`src/rtl/polara_loopback_packet_check.sv`:
```
// -----------------------------------------------------------------------------
// polara_loopback_packet_check
//
// Receive-side checker for the Polara loopback path. It consumes one NoC
// channel of flits coming back from the chip, checks every packet against the
// loopback generator's pattern, and reports packet/error counts together with
// sticky pass/fail status. Instantiate one per NoC channel (noc1..noc3).
//
// Packet format
//   header  : len = data[29:22] (payload flits), msg_type = data[21:14]
//   payload : flit k of packet n = {n[31:0], k[31:0]}, where n is the current
//             packet count (zero-extended) and therefore wraps with pkt_cnt.
//
// Ports
//   chipset_clk        in   1      single clock, all logic on the rising edge
//   chip_rst           in   1      synchronous reset, active-high
//   check_en           in   1      enables acceptance and the timeout counter
//   march              in   1      1 = throttle rdy to every other cycle
//   intf_chipset_data  in   64     flit from the chip interface
//   intf_chipset_val   in   1      flit valid
//   intf_chipset_rdy   out  1      checker ready (registered)
//   pkt_cnt            out  CNT_W  packets completed (wraps)
//   err_cnt            out  ERR_W  errors detected (saturates at all-ones)
//   pass               out  1      sticky: enough clean packets, no errors
//   fail               out  1      sticky: set on the first error
//   err_flit           out  64     first offending flit after reset
// -----------------------------------------------------------------------------
module polara_loopback_packet_check #(
    parameter logic [7:0]  MAX_LEN      = 8'd8,
    parameter logic [7:0]  EXP_MSG_TYPE = 8'd1,
    parameter int unsigned PASS_PKTS    = 16,
    parameter int unsigned TIMEOUT      = 1024,
    parameter int unsigned CNT_W        = 16,
    parameter int unsigned ERR_W        = 8
) (
    input  logic             chipset_clk,
    input  logic             chip_rst,
    input  logic             check_en,
    input  logic             march,
    input  logic [63:0]      intf_chipset_data,
    input  logic             intf_chipset_val,
    output logic             intf_chipset_rdy,
    output logic [CNT_W-1:0] pkt_cnt,
    output logic [ERR_W-1:0] err_cnt,
    output logic             pass,
    output logic             fail,
    output logic [63:0]      err_flit
);

    // Timeout counter only has to reach TIMEOUT-1.
    localparam int unsigned   TO_W    = (TIMEOUT > 1) ? $clog2(TIMEOUT) : 1;
    localparam logic [TO_W-1:0] TO_LAST = TO_W'(TIMEOUT - 1);

    typedef enum logic {
        ST_IDLE,
        ST_PAYLOAD
    } state_t;

    // -------------------------------------------------------------------------
    // Ready generation
    // -------------------------------------------------------------------------
    logic phase_q;
    logic phase_d;
    logic accept;

    // Phase free-runs while marching and parks at 0 otherwise, so the first
    // marching cycle after march rises is always a "not ready" cycle.
    assign phase_d = march ? ~phase_q : 1'b0;
    assign accept  = intf_chipset_val & intf_chipset_rdy;

    // NOTE: sequential state is written with non-blocking assignments only, so
    // every register samples the pre-edge value of every other register.
    always_ff @(posedge chipset_clk) begin
        if (chip_rst) begin
            phase_q          <= 1'b0;
            intf_chipset_rdy <= 1'b0;
        end else begin
            phase_q          <= phase_d;
            intf_chipset_rdy <= check_en & (~march | ~phase_d);
        end
    end

    // -------------------------------------------------------------------------
    // Packet FSM
    // -------------------------------------------------------------------------
    state_t          state_q, state_d;
    logic [7:0]      len_q, len_d;
    logic [7:0]      k_q, k_d;
    logic [TO_W-1:0] to_q, to_d;
    logic            err_event;
    logic            pkt_done;

    logic [7:0]      hdr_len;
    logic [7:0]      hdr_type;
    logic [63:0]     exp_flit;

    assign hdr_len  = intf_chipset_data[29:22];
    assign hdr_type = intf_chipset_data[21:14];
    assign exp_flit = {32'(pkt_cnt), 32'(k_q)};

    always_ff @(posedge chipset_clk) begin
        if (chip_rst) begin
            state_q <= ST_IDLE;
            len_q   <= 8'd0;
            k_q     <= 8'd0;
            to_q    <= '0;
        end else begin
            state_q <= state_d;
            len_q   <= len_d;
            k_q     <= k_d;
            to_q    <= to_d;
        end
    end

    // NOTE: every signal assigned here gets a default first, so no path can
    // leave one unassigned and infer a latch.
    always_comb begin
        state_d   = state_q;
        len_d     = len_q;
        k_d       = k_q;
        to_d      = to_q;
        err_event = 1'b0;
        pkt_done  = 1'b0;

        case (state_q)
            ST_IDLE: begin
                to_d = '0;
                if (accept) begin
                    if (hdr_type != EXP_MSG_TYPE || hdr_len > MAX_LEN) begin
                        // Malformed header: flag it and keep hunting for a header.
                        err_event = 1'b1;
                    end else if (hdr_len == 8'd0) begin
                        pkt_done = 1'b1;
                    end else begin
                        len_d   = hdr_len;
                        k_d     = 8'd0;
                        state_d = ST_PAYLOAD;
                    end
                end
            end

            ST_PAYLOAD: begin
                if (accept) begin
                    to_d = '0;
                    // A bad payload flit is recorded but the packet is walked to
                    // its end so the following header is still found.
                    if (intf_chipset_data != exp_flit) begin
                        err_event = 1'b1;
                    end
                    if (k_q == len_q - 8'd1) begin
                        pkt_done = 1'b1;
                        k_d      = 8'd0;
                        state_d  = ST_IDLE;
                    end else begin
                        k_d = k_q + 8'd1;
                    end
                end else if (check_en) begin
                    // Idle cycles with the checker disabled do not age the packet.
                    if (to_q == TO_LAST) begin
                        err_event = 1'b1;
                        to_d      = '0;
                        k_d       = 8'd0;
                        state_d   = ST_IDLE;
                    end else begin
                        to_d = to_q + 1'b1;
                    end
                end
            end

            default: begin
                state_d = ST_IDLE;
            end
        endcase
    end

    // -------------------------------------------------------------------------
    // Counters and status
    // -------------------------------------------------------------------------
    always_ff @(posedge chipset_clk) begin
        if (chip_rst) begin
            pkt_cnt  <= '0;
            err_cnt  <= '0;
            pass     <= 1'b0;
            fail     <= 1'b0;
            err_flit <= 64'd0;
        end else begin
            if (pkt_done) begin
                pkt_cnt <= pkt_cnt + 1'b1;
            end

            if (err_event) begin
                if (err_cnt != '1) begin
                    err_cnt <= err_cnt + 1'b1;
                end
                fail <= 1'b1;
                // Keep the very first culprit; on a timeout this is whatever
                // sits on the bus at that moment.
                if (!fail) begin
                    err_flit <= intf_chipset_data;
                end
            end

            // Evaluated from the registered counters, hence one cycle behind
            // the pkt_cnt update; fail overrides and pins pass low.
            pass <= ~fail & (pass | ((pkt_cnt >= CNT_W'(PASS_PKTS)) && (err_cnt == '0)));
        end
    end

endmodule

```
`config.mk`:
```
export PLATFORM = sky130hd
export DESIGN_NAME = polara_loopback_packet_check
export DESIGN_NICKNAME = d
export VERILOG_FILES = /design/src/rtl/polara_loopback_packet_check.sv
export SDC_FILE = /design/constraint.sdc
export NUM_CORES = 1
export LEC_CHECK = 0
export CAP_MARGIN = 5
export CORE_ASPECT_RATIO = 1.1
export CORE_MARGIN = 2
export CORE_UTILIZATION = 51
export CTS_CLUSTER_SIZE = 28
export DETAILED_ROUTE_END_ITERATION = 10
export HOLD_SLACK_MARGIN = 0.02
export PLACE_DENSITY = 0.85
export SLEW_MARGIN = 10
export SYNTH_ARGS = -nofsm -noshare
export SYNTH_HDL_FRONTEND = slang
export SYNTH_SLANG_ARGS = --single-unit
```
`constraint.sdc`:
```
create_clock -name chipset_clk -period 4.62 [get_ports chipset_clk]
set_clock_uncertainty 0.1 [all_clocks]
set_input_delay 0.924 -clock chipset_clk [delete_from_list [all_inputs] [get_ports chipset_clk]]
set_output_delay 0.924 -clock chipset_clk [all_outputs]
set_load 0.1 [all_outputs]
```
# ---- After elaboration in Yosys (flattened, before gate mapping)
# Cells that the tools add are included.
dict set report op_classes {
  bitwise 12
  n_eq_ne 10
  n_addsub 5
  order_cmp 2
  shift 0
  div 0
  n_mul 0
  n_reduce_logical 8
  mux 34
}
# cell n
set ops {}
lappend ops {{!= test 64 x 48 -> 1 bit} 1}
lappend ops {{2-to-1 mux 8 bit} 7}
lappend ops {{2-to-1 mux 10 bit} 3}
lappend ops {{one-hot mux 10 bit (2 select lines)} 1}
lappend ops {{2-to-1 mux 1 bit} 19}
lappend ops {{adder 16 x 1 -> 16 bit, second input constant} 1}
lappend ops {{adder 8 x 1 -> 8 bit, second input constant} 2}
lappend ops {{greater-or-equal comparator 16 x 5 -> 1 bit, second input constant} 1}
lappend ops {{logical NOT 8 bit} 2}
lappend ops {{one-hot mux 8 bit (2 select lines)} 1}
lappend ops {{adder 10 x 1 -> 10 bit, second input constant} 1}
lappend ops {{== test 10 bit, second input constant} 1}
lappend ops {{== test 8 bit} 1}
lappend ops {{greater-than comparator 8 x 4 -> 1 bit, second input constant} 1}
lappend ops {{!= test 8 x 1 -> 1 bit, second input constant} 1}
lappend ops {{!= test 8 bit, second input constant} 1}
lappend ops {{subtractor 8 x 1 -> 8 bit, second input constant} 1}
lappend ops {{NOT 1 bit} 7}
lappend ops {{!= test 2 bit, second input constant} 3}
lappend ops {{one-hot mux 1 bit (2 select lines)} 3}
lappend ops {{AND reduction 5 bit} 1}
lappend ops {{AND reduction 2 bit} 2}
lappend ops {{AND reduction 4 bit} 1}
lappend ops {{AND 1 bit} 3}
lappend ops {{5 further kinds} 6}
dict set report totals {
  latch_bits 0
  output_inout_bits 91
  wordCells 82
  memories 0
  ff_bits 119
  in_bits 69
  mem_bits_rw 0
  rom_bits 0
}

# ---- Longest topological paths before layout
# Gate-level depths: netlist of run 1.
dict set report logic_depth {
  ltp_word 6
  ltp_mapped 11
  depth_no_buf 9
}

# ---- Least setup slack after synthesis of run 1
# Ideal clock, no wire load.
dict set report synth_timing {
  path_kind {input-to-reg}
  start {input intf_chipset_data[24]}
  end {register err_flit[10]}
  required_ns 4.392
  n_path_buf 2
  setup_ns 0.128
  slack_ns 1.490
  path_stages 8
  t_arrival_ns 2.903
  path_cell_list {or4_1 nor4_1 a32oi_1 nand3b_1 clkbuf_1 buf_2 mux2i_1 nor2_1}
}
dict set report synth_via {
  elab_chain_len 6
  word_cells_on_any_way 9
  cone_classes {order compare: 1; eq/ne: 1; mux: 5; reduce/logical: 2}
}
# element line
set synth_lines {}
lappend synth_lines {{start, declared} 40} ;# input logic [63:0] intf_chipset_data,
lappend synth_lines {{greater-than comparator 8 x 4 -> 1 bit} 129} ;# if (hdr_type != EXP_MSG_TYPE || hdr_len > MAX_LEN) begin
lappend synth_lines {{logical OR 1 bit} 129}
lappend synth_lines {{2-to-1 mux 1 bit} 129}
lappend synth_lines {{2-to-1 mux 1 bit} 128} ;# if (accept) begin
lappend synth_lines {{one-hot mux 1 bit (2 select lines) *} 125} ;# case (state_q)
lappend synth_lines {{AND reduction 2 bit (no source line) *} n/a}
lappend synth_lines {{end signal, assigned} 199} ;# err_flit <= intf_chipset_data;
lappend synth_lines {{end, declared} 47} ;# output logic [63:0] err_flit
# Every way passes the cells marked *; elsewhere a longest branch is shown, timed or not.
# A chain may end at the register's enable or synchronous reset.

# ---- Final worst setup path of run 1
dict set report layout_timing {
  start {input intf_chipset_data[25]}
  end {register err_flit[3]}
}
# The elaborated chain is that of the path after synthesis.

==> impl_metrics.tcl, run 1 <==
set metrics [dict create \
    muxShareOfSynthArea_pct 13.0 \
    area_growth_pct 42.1 \
    dp_hpwl_um 10600 \
    synth-simple-area-share_pct 20.6 \
    endpoint_kind "flop" \
    h-tree-depth 4 \
    core_um2 10300 \
    whs_ns 0.387 \
    synth_edf_count 0 \
    vias 4940 \
    regArea_um2 2380 \
    path_clk_slew_ns 0.06 \
    required_ns 4.77 \
    r2r-start "len_q[0]$_SDFFE_PP0P_" \
    critPathMaxFanout 64 \
    ir_worst_vdd_mv 0.244 \
    syn_area_um2 5400 \
    ys_types 51 \
    start_util_pct 52.2 \
    finalWorstPathRequiredPeriod_ns 3.47 \
    clk_path_buf_depth 2 \
    rsz0062_at_grt "false" \
    r2r_setup_slack_ns 1.50 \
    stdcell_area_um2 7670 \
    max_freq_mhz 288 \
    synthXorXnorAreaFrac_pct 8.92 \
    status "complete, no violations" \
    crit_chain "clkdlybuf4s50_1 > or4_1 > nor4_1 > a32oi_1 > nand3b_1 > buf_12 > mux2i_1 > nor2_1" \
    utilization_pct 74.1 \
    setup_viol 0 \
    gp_congestion 0.877 \
    ys.flop_type "dfxtp_1" \
    startpoint_type "primary input" \
    die_area_um2 11400 \
    io_pins 160 \
    hold_buffers 0 \
    worstHoldPathType "flop to flop" \
    synth_fa_ha_area_share_pct 1.62 \
    slew_violations 0 \
    hold_path_end "len_q[7]$_SDFFE_PP0P_" \
    drt_first_pass_iters 5 \
    yosys_register_bits 119 \
    p_leak_nw 3.10 \
    drv_cap 0 \
    regToRegEndpoint "pkt_cnt[8]$_SDFFE_PP0P_" \
    worstMarginPinSlew_ns 1.09 \
    wl_um 15000 \
    cts_sinks 119 \
    cts_tree "yes" \
    worstPathArrival_ns 3.62 \
    multi_input_area_um2 2820 \
    drive_above_1_share_pct 5.88 \
    chipHeight_um 112 \
    cts_buffers 17 \
    min_from "len_q[7]$_SDFFE_PP0P_" \
    synth_seq_area_share_pct 44.1 \
    powerDensity_nw_per_um2 329 \
    path_class "primary input to flop" \
    grt_overflow 0 \
    rows 39 \
    clock_latency_ns 0.41 \
    drt-initial-drc-count 222 \
    root_buffer "clkbuf_16" \
    die_w_um 102 \
    maxSlewHeadroom_pct 27.6 \
    vias_per_cell 5.54 \
    hold_viol 0 \
    yosysWarnings 0 \
    netlist_instances 586 \
    ant_nets 0 \
    track_usage_pct 26.5 \
    grt_pass1_vias 4785 \
    fin_crit_sh_pct 75.2 \
    cts_setup_buffers 0 \
    crit_slowest_cell "or4_1" \
    grt_pass1_wl_um 23500 \
    synthArstFlopShare_pct 0 \
    io_buffers 159 \
    r2r_cells 7 \
    antenna_found_initial 0 \
    post_cts_resized 0 \
    whs_path_depth 1 \
    diodes 0 \
    synth_top_family_by_area "simple AND/OR/NAND/NOR gates" \
    synth.avg_cell_area_um2 9.21 \
    tns_ns 0 \
    synth_nets 662 \
    synth-compound-area-share_pct 8.14 \
    placed_area_um2 7050 \
    critPathMaxStageDelay_ns 0.64 \
    wl_per_cell_um 16.8 \
    grt_start_max_net_pins 110 \
    nNetsFinal 811 \
    drc 0 \
    num-fill-cells 712 \
]
==> per-layer routing <==
layer / share of wire (%) / GRT usage (%) / wire (um) / up-vias
met5: 0 / 0 / 0 / -
met4: 1.9 / 8.44 / 278 / 0
met3: 7.8 / 8.47 / 1170 / 22
met2: 51 / 47.0 / 7600 / 187
met1: 40 / 29.6 / 5960 / 2363
li1: - / - / - / 2368
==> layout by cell type (no fill, tap or decap), types with 3 or more instances in the layout <==
cell             instances
a211oi_1                 6
and3_1                   6
clkinvlp_4               3
dfxtp_1                119
o31ai_1                  3
nand3_1                 16
a31oi_1                  3
and4_1                   4
or3_1                   13
xor2_1                  12
ha_1                     7
nor3_1                   8
nand4_1                 17
o21ai_0                 14
mux2i_1                 70
bufinv_16                3
and2_1                   6
nor2_1                 105
nor4_1                  14
xnor2_1                 43
nor3b_1                  5
inv_1                   15
nand2_1                 19
clkbuf_16               17
clkinv_4                 5
a21oi_1                 20
clkdlybuf4s50_1        158
==> report_power, final <==
group          total [mW]  switching [mW]  internal (mW)  leakage (nW)
registers            1.03         0.00168           1.03         0.959
logic               0.137          0.0684         0.0690          1.85
clock network        1.35           0.490          0.865         0.292
total                2.52           0.560           1.96          3.10
==> state kept, by name (all words and copies together) (netlist names), 8 cells and up <==
signal and cells:
err_cnt 8, err_flit 64, k_q 8, len_q 8, pkt_cnt 16, to_q 10
==> layout make-up <==
type                    instances  area share (%)
flip-flops and latches        119            31.1
clock buffers                  18            5.73
clock inverters                14            2.28
inverters                      15           0.734
well taps                     143            2.33
repair buffers                161            21.1
multi-input cells             421            36.8
==> stage by stage <==
stage,total power [mW],cells,worst slack [ns]
2_1_floorplan,1.11,586,1.49
3_3_place_gp,1.19,859,0.783
3_5_place_dp,1.19,859,0.761
4_1_cts,2.54,891,1.17
5_1_grt,2.59,891,0.968
6_report,2.52,891,1.15
==> worst max-delay path: cells and delay by family <==
kind            cells  cell delay (ns)
compound gates      1             0.23
simple gates        4             1.30
mux                 1             0.28
buf+inv             2             0.82
==> cell families after synthesis <==
kind of cell / Yosys count
buffers and inverters: 46
adders and majority gates: 7
and+or+nand+nor: 226
xor gates and xnor gates: 55
DFF: 119
muxes: 70
AOI/OAI and AO/OA: 63
==> synth_stat cells (3+ instances only) <==
library cell | instances | area [um2]
and4_1 | 4 | 35.0
nor2_1 | 105 | 394
nand3_1 | 16 | 80.1
xor2_1 | 12 | 105
nor3b_1 | 5 | 37.5
a21oi_1 | 20 | 100
o21ai_0 | 14 | 70.1
a31oi_1 | 3 | 18.8
mux2i_1 | 70 | 701
clkbuf_1 | 22 | 82.6
o31ai_1 | 3 | 22.5
and2_1 | 6 | 37.5
nor4_1 | 14 | 87.6
or3_1 | 13 | 81.3
nor3_1 | 8 | 40.0
nand4_1 | 17 | 106
a211oi_1 | 6 | 45.0
buf_2 | 6 | 30.0
nand2_1 | 19 | 71.3
xnor2_1 | 43 | 377
dfxtp_1 | 119 | 2380
inv_1 | 15 | 56.3
ha_1 | 7 | 87.6
and3_1 | 6 | 37.5
==> worst max-delay path by stage <==
stage	slack, ns	start	cells past startpoint	to
after floorplan	1.49	intf_chipset_data[24]	8	err_flit[10]$_SDFFE_PP0P_
after global placement	0.78	intf_chipset_data[24]	8	err_flit[26]$_SDFFE_PP0P_
after detailed placement	0.76	intf_chipset_data[25]	8	err_flit[9]$_SDFFE_PP0P_
after CTS	1.17	intf_chipset_data[25]	8	err_flit[9]$_SDFFE_PP0P_
after global routing	0.97	intf_chipset_data[25]	8	err_flit[9]$_SDFFE_PP0P_
final	1.15	intf_chipset_data[25]	8	err_flit[3]$_SDFFE_PP0P_
Power figures use the tool's default switching activity.
==> inputs of run 2 (changes only) <==
--- a/config.mk
+++ b/config.mk
@@ -8,11 +8,11 @@
 export CAP_MARGIN = 5
 export CORE_ASPECT_RATIO = 1.1
 export CORE_MARGIN = 2
-export CORE_UTILIZATION = 51
+export CORE_UTILIZATION = 47
 export CTS_CLUSTER_SIZE = 28
 export DETAILED_ROUTE_END_ITERATION = 10
 export HOLD_SLACK_MARGIN = 0.02
-export PLACE_DENSITY = 0.85
+export PLACE_DENSITY = 0.8
 export SLEW_MARGIN = 10
 export SYNTH_ARGS = -nofsm -noshare
 export SYNTH_HDL_FRONTEND = slang
==> constraint.sdc (replaced) <==
create_clock -name chipset_clk -period 3.63 [get_ports chipset_clk]
set_clock_uncertainty 0.1 [all_clocks]
set_input_delay 0.726 -clock chipset_clk [delete_from_list [all_inputs] [get_ports chipset_clk]]
set_output_delay 0.726 -clock chipset_clk [all_outputs]
set_load 0.1 [all_outputs]
==> run 2 against run 1 <==
Power grew 25%. Sequential cell count stayed put. Sequential power up 27%. Global-route usage is 1.8 points lower. Core utilization down 6.8 points. Sequential share of layout area rose by 0.15 points. Die area rose by 8.2%. Non-clock buffer count rose by 4. Wire length grew 1.9%. Critical path type unchanged. Largest cell class unchanged. Largest power group unchanged.
==> impl_metrics.tcl, run 2 (synthesized netlist as in run 1, its figures left out) <==
set metrics [dict create \
    status "complete, no violations" \
    drt_first_pass_iters 5 \
    grt_use_met3_pct 7.81 \
    start_util_pct 47.6 \
    post_cts_resized 0 \
    rsz0062_at_grt "false" \
    regMostFlops "err_flit" \
    worstHoldPathType "flop to flop" \
    drc 0 \
    endpoint_kind "flop" \
    powerDensity_nw_per_um2 413 \
    vias 4931 \
    antenna_found_initial 0 \
    vias_per_cell 5.47 \
    required_ns 3.82 \
    track_usage_pct 24.7 \
    wl_per_cell_um 17.0 \
    fin_crit_sh_pct 87.4 \
    cts_sinks 119 \
    whs_ns 0.394 \
    busiest_layer "met2" \
    drive_above_1_share_pct 9.04 \
    grt_pass1_wl_um 24000 \
    max_freq_mhz 315 \
    r2r_cells 7 \
    maxSlewHeadroom_pct 31.0 \
    cts_setup_buffers 0 \
    placed_cells 870 \
    tns_ns 0 \
    die_area_um2 12400 \
    gp_congestion 0.876 \
    path_class "primary input to flop" \
    worstPathArrival_ns 3.36 \
    final_cell_mix "clkdlybuf4s50_1, dfxtp_1, nor2_1" \
    root_buffer "clkbuf_16" \
    clock_latency_ns 0.41 \
    final_common_cell "clkdlybuf4s50_1" \
    die_w_um 106 \
    worstMarginPinSlew_ns 1.03 \
    rows 41 \
    r2r-start "len_q[0]$_SDFFE_PP0P_" \
    drt-initial-drc-count 287 \
    grt_overflow 0 \
    h-tree-depth 4 \
    cts_tree "yes" \
    dp_hpwl_um 11100 \
    hold_viol 0 \
    fin_cells 902 \
    r2r_setup_slack_ns 0.50 \
    drv_cap 0 \
    met2_usage_pct 43.2 \
    clk_path_buf_depth 2 \
    grt_pass1_vias 4784 \
    core_um2 11300 \
    p_leak_nw 3.16 \
    p_total_mw 3.15 \
    finalWorstPathRequiredPeriod_ns 3.17 \
    startpoint_type "primary input" \
    area_growth_pct 41.4 \
    path_clk_slew_ns 0.06 \
    grt_start_max_net_pins 82 \
    cts_buffers 17 \
    ir_worst_vdd_mv 0.261 \
    cp-startpoint "intf_chipset_data[26]" \
    nNetsFinal 815 \
    io_pins 160 \
    critPathMaxFanout 8 \
    grtUsageMet1_pct 28.6 \
    utilization_pct 67.3 \
    whs_path_depth 2 \
    setup_viol 0 \
    io_buffers 159 \
    crit_end "pkt_cnt[8]$_SDFFE_PP0P_" \
    chipHeight_um 116 \
    largest_register_ffs 64 \
    ant_nets 0 \
    hold_buffers 0 \
    slew_violations 0 \
    regToRegEndpoint "pkt_cnt[1]$_SDFFE_PP0P_" \
    wl_um 15300 \
    top_regs "err_flit: 64 flops, pkt_cnt: 16 flops, to_q: 10 flops" \
    diodes 0 \
]
[run 2: final cells by class]
cell class	instances	area, um2
clock inverters	14	149
inverters	15	56.3
fillers	902	3710
flip-flops and latches	119	2380
repair buffers	165	1600
clock buffers	18	439
multi-input cells	421	2820
well taps	150	188
[run 2: routing by layer]
layer / share of wire [%] / up-vias / wire length (um)
met5: 0 / - / 0
met4: 2.0 / 0 / 301
met3: 7.1 / 26 / 1080
met2: 50 / 183 / 7660
met1: 41 / 2357 / 6270
li1: - / 2365 / -
[run 2: worst min path at each step]
stage                              start                        end  slack (ns)
2_1_floorplan      len_q[7]$_SDFFE_PP0P_      len_q[7]$_SDFFE_PP0P_        0.37
3_3_place_gp   err_flit[63]$_SDFFE_PP0P_  err_flit[63]$_SDFFE_PP0P_        0.37
3_5_place_dp    err_flit[5]$_SDFFE_PP0P_   err_flit[5]$_SDFFE_PP0P_        0.38
4_1_cts         err_flit[5]$_SDFFE_PP0P_   err_flit[5]$_SDFFE_PP0P_        0.40
5_1_grt            len_q[7]$_SDFFE_PP0P_      len_q[7]$_SDFFE_PP0P_        0.42
6_report       err_flit[63]$_SDFFE_PP0P_  err_flit[63]$_SDFFE_PP0P_        0.39
[run 2: power breakdown]
part | internal, mW | switching (mW)
logic | 0.0883 | 0.0884
clock network | 1.03 | 0.626
registers | 1.31 | 0.00219
[run 2: per-stage QoR]
step | area [um2] | worst slack [ns]
2_1_floorplan | 5400 | 0.633
3_3_place_gp | 7040 | 0.134
3_5_place_dp | 7040 | 0.0501
4_1_cts | 7630 | 0.459
5_1_grt | 7630 | 0.268
6_report | 7630 | 0.456
[run 2: worst max-delay path, stage by stage]
cell and delay [ns]:
clkdlybuf4s50_1 0.44, nor4_1 0.35, nand3_1 0.25, or2_2 0.38, or3_1 0.53, a2111oi_2 0.46, xnor2_1 0.17, nor2_1 0.06
